<file path="src/rtl/cpu_player.sv">
// cpu_player: computer-controlled tug-of-war opponent.
// Produces pseudo-random "button" press waveforms gated by a 4-bit difficulty.
// Optional press counter enabled by defining CPU_PLAYER_COUNT_EN.
module cpu_player #(
  parameter int LFSR_WIDTH  = 10,
  parameter int HOLD_CYCLES = 3,
  parameter int GAP_CYCLES  = 2
) (
  input  logic       Clock,
  input  logic       reset,
  input  logic       enable,
  input  logic [3:0] difficulty,
  output logic       button
`ifdef CPU_PLAYER_COUNT_EN
  ,
  output logic [7:0] presses
`endif
);

  localparam int CNT_MAX = (HOLD_CYCLES > GAP_CYCLES) ? HOLD_CYCLES : GAP_CYCLES;
  localparam int CNT_W   = (CNT_MAX > 1) ? $clog2(CNT_MAX) : 1;

  typedef enum logic [1:0] {
    IDLE  = 2'd0,
    PRESS = 2'd1,
    GAP   = 2'd2
  } state_t;

  state_t                  state;
  state_t                  state_nxt;
  logic [CNT_W-1:0]        cnt;
  logic [CNT_W-1:0]        cnt_nxt;
  logic [LFSR_WIDTH-1:0]   q;
  logic                    hit;
  logic                    launch;

  // The press decision looks at the top nibble of the LFSR before it shifts
  assign hit    = (q[LFSR_WIDTH-1 -: 4] < difficulty);
  assign launch = (state == IDLE) && enable && hit;

  // Free-running XNOR LFSR (taps 10,7); all-ones lock-up is unreachable from zero
  always_ff @(posedge Clock) begin
    if (reset) begin
      q <= '0;
    end else begin
      q <= {q[LFSR_WIDTH-2:0], ~(q[LFSR_WIDTH-1] ^ q[LFSR_WIDTH-4])};
    end
  end

  // State, hold/gap counter and the registered button level
  always_ff @(posedge Clock) begin
    if (reset) begin
      state  <= IDLE;
      cnt    <= '0;
      button <= 1'b0;
    end else begin
      state  <= state_nxt;
      cnt    <= cnt_nxt;
      button <= (state_nxt == PRESS);
    end
  end

  // Next-state logic: hold the key, force a release gap, then look for a new hit
  always_comb begin
    state_nxt = state;
    cnt_nxt   = cnt;
    case (state)
      IDLE: begin
        if (launch) begin
          state_nxt = PRESS;
          cnt_nxt   = CNT_W'(HOLD_CYCLES - 1);
        end
      end
      PRESS: begin
        if (cnt == '0) begin
          state_nxt = GAP;
          cnt_nxt   = CNT_W'(GAP_CYCLES - 1);
        end else begin
          cnt_nxt = cnt - CNT_W'(1);
        end
      end
      GAP: begin
        if (cnt == '0) begin
          state_nxt = IDLE;
        end else begin
          cnt_nxt = cnt - CNT_W'(1);
        end
      end
      default: begin
        state_nxt = IDLE;
        cnt_nxt   = '0;
      end
    endcase
  end

`ifdef CPU_PLAYER_COUNT_EN
  // Count every press that starts; wraps naturally at 8 bits
  always_ff @(posedge Clock) begin
    if (reset) begin
      presses <= 8'd0;
    end else if (launch) begin
      presses <= presses + 8'd1;
    end
  end
`endif

endmodule

</file>
<file path="config.mk">
export PLATFORM = sky130hd
export DESIGN_NAME = cpu_player
export DESIGN_NICKNAME = d
export VERILOG_FILES = /design/src/rtl/cpu_player.sv
export SDC_FILE = /design/constraint.sdc
export NUM_CORES = 1
export LEC_CHECK = 0
export ABC_AREA = 1
export ABC_CLOCK_PERIOD_IN_PS = 2800
export BUFFER_PORTS_ARGS = -buffer_cell sky130_fd_sc_hd__buf_2
export CAP_MARGIN = 0
export CORE_AREA = 2 2 39 41
export CTS_BUF_LIST = sky130_fd_sc_hd__clkbuf_8
export DETAILED_ROUTE_END_ITERATION = 10
export DIE_AREA = 0 0 41 43
export PLACE_DENSITY = 0.68
export RECOVER_POWER = 25
export SLEW_MARGIN = 0
export SYNTH_ARGS = -nofsm -noshare
export SYNTH_HDL_FRONTEND = slang
export SYNTH_SLANG_ARGS = --single-unit
</file>
<file path="constraint.sdc">
create_clock -name Clock -period 2.8 [get_ports Clock]
set_input_delay 0.56 -clock Clock [delete_from_list [all_inputs] [get_ports Clock]]
set_output_delay 0.56 -clock Clock [all_outputs]
set_load 0.01 [all_outputs]
</file>
Yosys cells after proc, flatten, opt, wreduce, memory -nomap -nowiden
Cells that the tools add are included.
Operators by class
  add/subtract/negate cells: 1
  $lt $le $gt $ge: 1
  equality and inequality tests: 5
  muxes and demuxes: 8
  bitwise operators: 2
  reductions and logical operators: 5
Operators by type and width (count)
  two-way mux 2 bit: 6
  case mux 2 bit (3 select lines): 2
  == test 2 x 1 -> 1 bit, second input constant: 2
  logical NOT 2 bit: 2
  less-than comparator 4 bit: 1
  inequality test 2 bit, second input constant: 2
  == test 2 bit, second input constant: 1
  logical AND 1 bit: 2
  AND reduction 2 bit: 1
  subtractor 2 x 1 -> 2 bit, second input constant: 1
  inverter 1 bit: 1
  XOR 1 bit: 1
Storage, ports and cells
  register bits: 15

Logic depth before layout (Yosys ltp)
  depth in word-level cells: 6
  depth in mapped cells: 11
  gate-level depth less buffers: 11

Least setup slack after synthesis
Ideal clock, no wire load.
  path kind: input -> register
  start point: in difficulty[3]
  end point: reg cnt[1]
  setup time: 113 ps
  arrival: 1364 ps
  required time: 2687 ps
  setup slack: 1323 ps
  stages: 10
  path buffers: 0
  cells stage by stage: inv_1 ha_1 nand2_1 inv_1 nor2_1 nand2_1 nand2_1 nand2_2 nor2_1 nor2_1
On the way
  longest elaborated chain between the ends: 4
RTL lines
  start: declaration: line 12  | input logic [3:0] difficulty,
  less-than comparator 4 bit: line 38  | assign hit = (q[LFSR_WIDTH-1 -: 4] < difficulty);
  logical AND 1 bit: line 39  | assign launch = (state == IDLE) && enable && hit;
  inequality test 2 bit (no source line)
  AND reduction 2 bit (no source line)
  end signal: assignment: line 58  | cnt <= cnt_nxt;
  end: declaration: line 31  | logic [CNT_W-1:0] cnt;
Every way passes these cells.
A chain may end at the register's enable or synchronous reset.

Worst setup path in the final report
  start point: in difficulty[3]
  end point: reg cnt[0]
Same word-level chain as after synthesis.

==> results by group <==
Synth
  • Syn. warnings: 0
  • Cell taking the most area after synthesis: dfxtp_1
  • Post-Syn Nets: 100
  • Mapped Area: 637 µm²
  • Sequential share of the synthesized area: 47.2%
  • Synth Instances: 88
  • Top post-synthesis cells by area: dfxtp_1, inv_1, nand2_1
  • Post-synth top area share: 47.2%
  • Post-synth cell types: 12
  • Register bit total from synthesis: 15
  • Syn avg cell area: 7.24 µm²

Power and ir drop
  • Peak supply drop: 288 µV
  • Pleak: 0.393 nW
  • PD cells: 643 mW/mm²

Floorplanning
  • Core area: 0.00138 mm²
  • Core Rows: 14
  • DIE HEIGHT: 43 µm
  • Die W: 41 µm
  • Initial Util: 46.0%
  • I/O pin count: 8
  • Die area: 0.00176 mm²

Critical path
  • Startpoint Class: input port
  • CP Capture Type: flop
  • Worst setup path class: input port to flop
  • CP Max Fanout: 4
  • CP Data Arrival Time: 1.50 ns
  • Required @ worst endpoint: 2.94 ns

Clock tree
  • Clock Pin Slew Worst Setup and Hold Paths: 0.06 ns
  • Resized cells post-CTS: 0
  • CTS tree: yes
  • Root buf cell: clkbuf_8
  • Post-CTS setup buffers: 0
  • Clk sinks: 15
  • Clk buf depth: 2
  • H-tree Lvls: 1
  • Worst-Skew Late Latency: 0.25 ns
  • Cts hold-fix bufs: 0
  • CTS Buf Count: 3

Job
  • Number of max-cap violations: 0

STA
  • Slew Viols, Final: 0
  • RSZ-0062 raised after global routing: false
  • Fmax: 735 MHz
  • Post-route minimum period: 1.36 ns
  • Hold Fails Final Rpt: 0
  • Setup TNS: 0 ns
  • Worst Tran Pin Value: 0.551 ns
  • Max_slew headroom: 63.3%
  • Fin Clk Skew: 0.00134 ns
  • Final setup viols: 0
  • Crit share post-route: 48.6%

Drt
  • Wirelength, routed: 885 µm
  • Vias per cell: 4.17
  • DRT Pass-1 Iters: 4
  • DR iter-0 viols: 4
  • DRT antenna net count: 0
  • Residual DRC count: 0
  • Routed WL per cell: 7.76 µm
  • Via count: 475

Cells and area
  • FF/Latch Area: 300 µm²
  • Ant. Diodes: 0
  • Layout cells sized above 1: 12.2%
  • Area occupied by multi-input gates: 250 µm²
  • Layout area overhead: 15.1%
  • Commonest non-fill, non-tap cell in the layout: inv_1
  • Most frequent cells in the layout: inv_1, nand2_1, nor2_1
  • Nets: 111
  • Fillers: 134
  • Post-layout util: 53.0%

Placement
  • Routability Congestion: 0.710
  • DP Wirelength: 702 µm
  • PortBufs: 7

Global routing
  • Total GRT Usage: 13.9%
  • Vias in the first global route: 419
  • Initial antenna violation count: 0
  • Pin count of the biggest net entering global routing: 15
  • Gr ovfl total: 0
  • First-pass GRT wire length: 1500 µm

Min path
  • HP Class: flop to flop

Status
  • Status: complete, no violations
[power breakdown]
group / leakage, nW / switching (mW) / internal (mW) / total, mW
clock: 0.0255 / 0.0729 / 0.0985 / 0.171
sequential: 0.123 / 0.00700 / 0.227 / 0.234
combinational: 0.245 / 0.0406 / 0.0257 / 0.0663
[synth_stat cells, drive strengths merged]
master,count
a21oi,3
clkbuf,1
dfxtp,15
ha,5
inv,22
nand2,19
nand3,1
nor2,18
o21ai,3
xor2,1
[routing by layer]
layer / GRT usage (%) / part of all wire (%) / vias to the layer above
met4: 10.0 / 2.5 / 0
met3: 7.85 / 3.8 / 3
met1: 11.6 / 46 / 195
met2: 22.5 / 48 / 6
met5: 0 / 0 / -
li1: - / - / 271
[critical path, cell delays in order]
cell	delay, ns
buf_2	0.07
inv_1	0.03
ha_1	0.29
nand2_1	0.06
inv_1	0.04
nor2_1	0.09
nand2_1	0.08
nand2_1	0.08
nand2_2	0.06
nor2_1	0.09
nor2_1	0.05
[registers in the layout (all words and copies together), names as in the netlist]
register,flops
cnt,2
state,2
q,10
button,1
[metrics by stage]
stage	instances	hold WS, ns	instance area, µm²	total power, mW	setup WS (ns)
after floorplan	88	0.388	637	0.290	1.32
after global placement	110	0.398	688	0.305	1.19
after detailed placement	110	0.398	688	0.306	1.17
after CTS	114	0.409	734	0.479	1.43
after global routing	114	0.418	733	0.501	1.29
final	114	0.407	733	0.472	1.44
[final cells by class]
type | instances | share of cell area [%]
repair buffers | 7 | 4.61
multi-input cells | 50 | 34.1
clock buffers | 3 | 5.63
well taps | 16 | 2.73
inverters | 22 | 11.3
clock inverters | 1 | 0.683
flip-flops and latches | 15 | 41.0
[cell families (layout without fill, tap and decap cells)]
family          after synthesis  after routing  synth area share, %
compound gates                6              6                 4.71
xor+xnor                      1              1                 1.38
fa+ha+maj                     5              5                 9.82
buf+inv                      23             33                 13.6
flops                        15             15                 47.2
simple gates                 38             38                 23.4
[final timing paths]
check / cells past startpoint / slack [ns] / to / startpoint
worst max-delay path: 11 / 1.44 / cnt[0] / difficulty[3]
worst max register to register: 9 / 1.54 / cnt[0] / q[9]
worst min-delay path: 2 / 0.41 / q[6] / q[5]
worst min register to register: 2 / 0.41 / q[6] / q[5]
Power figures use the tool's default switching activity.
